<file path="config.mk">
export PLATFORM = sky130hd
export DESIGN_NAME = rom_arbiter
export DESIGN_NICKNAME = d
export VERILOG_FILES = /design/src/rtl/rom_arbiter.sv
export SDC_FILE = /design/constraint.sdc
export NUM_CORES = 1
export LEC_CHECK = 0
export CAP_MARGIN = 20
export CORE_MARGIN = 2
export CORE_UTILIZATION = 38
export DETAILED_ROUTE_END_ITERATION = 16
export PLACE_DENSITY = 0.8
export SLEW_MARGIN = 20
export SYNTH_ARGS = -nofsm -noshare
export SYNTH_HDL_FRONTEND = slang
export SYNTH_SLANG_ARGS = --single-unit
</file>
<file path="constraint.sdc">
create_clock -name clk -period 1.5 [get_ports clk]
set_input_delay 0.225 -clock clk [delete_from_list [all_inputs] [get_ports clk]]
set_output_delay 0.225 -clock clk [all_outputs]
set_load 0.1 [all_outputs]
</file>
<file path="src/rtl/rom_arbiter.sv">
// rtl/rom_arbiter.sv - two-requester round-robin burst reader for a shared single-port ROM
// Grants come from IDLE only; the owner, address and beat count are held until the burst drains.
module rom_arbiter (
   input  logic        clk,
   input  logic        rst_n,
   input  logic        req0,
   input  logic [3:0]  addr0,
   input  logic [1:0]  len0,
   input  logic        req1,
   input  logic [3:0]  addr1,
   input  logic [1:0]  len1,
   output logic        gnt0,
   output logic        gnt1,
   output logic        rvalid0,
   output logic        rvalid1,
   output logic [15:0] rdata,
   output logic [3:0]  rom_addr,
   input  logic [15:0] rom_data,
   output logic        busy
);

   typedef enum logic [1:0] {IDLE, BURST, DRAIN} state_t;

   state_t     state, state_nxt;
   logic [3:0] cur_addr, cur_addr_nxt;
   logic [3:0] rom_addr_nxt;
   logic [1:0] beats_left, beats_nxt;
   logic       owner, owner_nxt;
   logic       prio, prio_nxt;
   logic       gnt0_c, gnt1_c;

   always_ff @(posedge clk or negedge rst_n) begin
      if (!rst_n) begin
         state      <= IDLE;
         cur_addr   <= 4'd0;
         rom_addr   <= 4'd0;
         beats_left <= 2'd0;
         owner      <= 1'b0;
         prio       <= 1'b0;
         rvalid0    <= 1'b0;
         rvalid1    <= 1'b0;
      end else begin
         state      <= state_nxt;
         cur_addr   <= cur_addr_nxt;
         rom_addr   <= rom_addr_nxt;
         beats_left <= beats_nxt;
         owner      <= owner_nxt;
         prio       <= prio_nxt;
         // ROM answers one cycle after an issue, so valid trails the BURST cycle
         rvalid0    <= (state == BURST) && !owner;
         rvalid1    <= (state == BURST) && owner;
      end
   end

   always_comb begin
      state_nxt    = state;
      cur_addr_nxt = cur_addr;
      rom_addr_nxt = rom_addr;
      beats_nxt    = beats_left;
      owner_nxt    = owner;
      prio_nxt     = prio;
      gnt0_c       = 1'b0;
      gnt1_c       = 1'b0;
      case (state)
         IDLE: begin
            // prio=0 favours requester 0 when both ask
            if (req0 && (!req1 || !prio)) begin
               gnt0_c = 1'b1;
            end else if (req1) begin
               gnt1_c = 1'b1;
            end
            if (gnt0_c || gnt1_c) begin
               owner_nxt    = gnt1_c;
               cur_addr_nxt = gnt1_c ? addr1 : addr0;
               beats_nxt    = gnt1_c ? len1 : len0;
               rom_addr_nxt = cur_addr_nxt;
               prio_nxt     = !gnt1_c;
               state_nxt    = BURST;
            end
         end
         BURST: begin
            cur_addr_nxt = cur_addr + 4'd1;
            if (beats_left == 2'd0) begin
               state_nxt = DRAIN;
            end else begin
               beats_nxt    = beats_left - 2'd1;
               rom_addr_nxt = cur_addr + 4'd1;
            end
         end
         DRAIN: begin
            state_nxt = IDLE;
         end
         default: begin
            state_nxt = IDLE;
         end
      endcase
   end

   // state sits at IDLE during reset, so gate grants to keep them low there too
   assign gnt0  = gnt0_c && rst_n;
   assign gnt1  = gnt1_c && rst_n;
   assign rdata = rom_data;
   assign busy  = (state != IDLE);

endmodule

</file>
==> metrics.md <==
| Metric | Value |
|---|---|
| Outcome | finished, violations left |
| Failing checks | setup timing |
| Longest Clk Path Bufs | 2 |
| CTS H-tree depth | 1 |
| Setup TNS | -22.4 ps |
| Arr. time, crit path | about 1300 ps |
| Post-DP HPWL | around 1.9 mm |
| Final Wtd Congestion | 0.928 |
| Row count | 18 |
| Mapped Cells | between 100 and 150 |
| Logic pwr share | just over 70% |
| Hold Buf Count CTS | 0 |
| Layout area overhead | 46.3% |
| CP startpoint | state[1]$_DFFE_PN0P_ |
| Initial Util | 40.2% |
| Worst setup margin | -13.3 ps |
| CTS root buf | clkbuf_4 |
| Clk network pwr share | a little under 6% |
| Net Sw Frac | between 40% and 50% |
| LEAKAGE | ~0.00068 uW |
| Nets | 172 |
| Residual DRC | 0 |
| Max_cap viols | 0 |
| Endpoints failing setup | 2 |
| Cell-internal power | 2090 uW |
| Die ar. | just over 3000 um^2 |
| Height of the die | ~55 um |
| Worst setup EP type | primary output |
| Worst Hold Class | primary input to asynchronous set/reset pin |
| Post-synth top flop | dfrtp_1 |
| Register area share after synthesis | approximately two fifths |
| Slew of the pin with the lowest slew margin | approximately 330 ps |
| RSZ-0062 raised after global routing | true |
| Library cells used by synthesis | 37 |
| Max Clk Rate | approximately 0.66 GHz |
| IO Pins | 57 |
| PwrDens | ~2800 nW/um^2 |
| Input/output buffers | 24 |
| Vias | between 800 and 900 |
| Reg clk slew, reported paths | approximately 90 ps |
| Largest net degree at the start of global routing | 17 |
| Sequential share of power | approximately 22% |
| Core area | roughly 2500 um^2 |
| Post-synth ARST share | 100% |
| Detailed Route WL | approximately 2.7 mm |
| Synth warn | 0 |
| Post-Syn Nets | about 140 |
| Fin crit share | 101% |
| Net Switching | about 2000 uW |
| First-pass GRT wire length | around 4.2 mm |
| CTS buffer count | 3 |
| Maximum resistive drop on vdd | approximately 2.0 mV |
| # clock sinks | 16 |
| Post-layout min period | 1510 ps |
| Worst path required time | between 1000 and 1500 ps |
| CTS tree | done |
| Syn Area/Cell | just over 9 um^2 |
| Critical path type | flip-flop to primary output |
| FF+latch count, synth | 16 |
| Routed len/inst | 16.0 um |
| Slew margin rel. | between 70% and 80% |
| Post-synthesis instance area | ~1000 um^2 |
| Starting DRT DRC Count | 16 |
| Skew final | between 5 and 6 ps |
| Ratio of cells with drive above 1 in the final layout | between 30% and 40% |
| Reg2reg start | prio$_DFFE_PN0P_ |
| Detailed Routing Iterations Pass 1 | 4 |
| Detail Route Antenna Nets | 0 |
| Place WS | -269 ps |
| Post-synth EDFFs | 0 |
| CP Launch Type | flip-flop |
| Clock latency on the worst-skew pair | about 300 ps |
| Worst-path fanout max | 2 |
| Inserted Diodes | 0 |
| Final hold vios | 0 |
| Total gr overflow | 0 |
| Pins Over Slew Limit | 0 |
| Vias per cell | 5.27 |
| Number of global-route vias before repair | approximately 850 |
| Tot GR Track Use | 17.5% |
| Die Wd | 55.4 um |
| Initial antenna violation count | 0 |
-- placed cells by master, fill, tap and decap left out, drive strengths merged, types with 2 or more instances in the layout --
cell           instances
a21oi                  3
xor2                   2
clkbuf                 3
nand2b                 2
nor2                   6
ha                     2
o31ai                  2
dfrtp                 16
dlygate4sd2            2
clkdlybuf4s50         13
a211oi                 3
and2                   2
buf                   26
inv                    5
nand2                 13
a31oi                  2
nor2b                  3
mux2                   2
and3                   4
o21ai                 10
-- synthesized netlist by cell type (2+ instances only) --
cell,n,area share (%)
a31oi_1,2,1.2
and2_1,2,1.2
a211oi_1,3,2.2
nor2_1,6,2.2
nand2_1,12,4.5
nor2b_1,2,1.2
xor2_1,2,1.7
o21ai_1,2,1.0
inv_1,4,1.5
nand2b_1,2,1.2
dfrtp_1,16,40
ha_1,2,2.5
mux2_4,2,3.0
buf_4,16,12
o31ai_1,2,1.5
a21oi_1,3,1.5
and3_1,4,2.5
o21ai_0,8,4.0
-- routing by layer --
metal | GRT usage, % | up-vias | wire (um)
li1 | - | 417 | -
met1 | 21.5 | 413 | 1070
met2 | 28.6 | 41 | 1330
met3 | 7.49 | 4 | 229
met4 | 3.83 | 0 | 29
met5 | 0 | - | 0
-- per-stage QoR --
step | instances | utilization, % | hold slack, ps | cell area, um^2 | total power, uW
final | 166 | 58.8 | 383 | 1470 | 4090
after global routing | 166 | 58.8 | 388 | 1470 | 4350
after CTS | 161 | 56.2 | 384 | 1400 | 3870
after detailed placement | 154 | 53.4 | 442 | 1330 | 3530
after global placement | 154 | 53.4 | 436 | 1330 | 3440
after floorplan | 109 | - | -70.6 | 1030 | 2790
-- kinds of logic after synthesis --
kind of cell | after synthesis | share of synthesized area, %
fa+ha+maj | 2 | 2.49
buf+inv | 23 | 14.7
mux | 3 | 3.99
compound gates | 28 | 18.3
simple gates | 35 | 18.9
flops | 16 | 39.9
xor+xnor | 2 | 1.74
-- path summary, 6_finish.rpt --
check                           slack, ps                   endpoint  cells after the start
worst max-delay path                  -10                       gnt1                      4
worst max register to register         20    cur_addr[2]$_DFFE_PN0P_                      5
worst min register to register        450          rvalid0$_DFF_PN0_                      1
max in group asynchronous             930       state[0]$_DFFE_PN0P_                      2
min in group clk                      440          owner$_DFFE_PN0P_                      3
worst min-delay path                  380  beats_left[0]$_DFFE_PN0P_                      2
-- power by group through the flow --
stage	Clock, uW	Combinational, uW	Sequential (uW)
2_1_floorplan	0	1390	1400
3_3_place_gp	0	2550	893
3_5_place_dp	0	2620	911
4_1_cts	235	2740	890
5_1_grt	260	3180	914
6_report	237	2970	886
-- registers in the layout, summed over array words and instances (netlist names) --
signal      count
beats_left      2
state           2
rvalid1         1
rom_addr        4
owner           1
prio            1
rvalid0         1
cur_addr        4
-- cell type report --
class | instances | area (um^2)
Fill cell | 219 | 1030
Multi-Input combinational cell | 70 | 518
Timing Repair Buffer | 42 | 470
Sequential cell | 16 | 403
Tap cell | 30 | 37.5
Clock buffer | 3 | 22.5
Inverter | 5 | 18.8
-- timing repair --
item	CTS	global route
pin swaps	3	1
buffers inserted	4	4
cloned	0	1
resized for setup	9	7
setup endpoints to repair	2	12
-- critical path: stages, from the launching register on --
cell and delay (ps):
dfrtp_2 440, nor2_4 150, nand2_4 80, nor2_4 130
buf_12 180
Note: power is estimated with default switching activity, not from simulation.
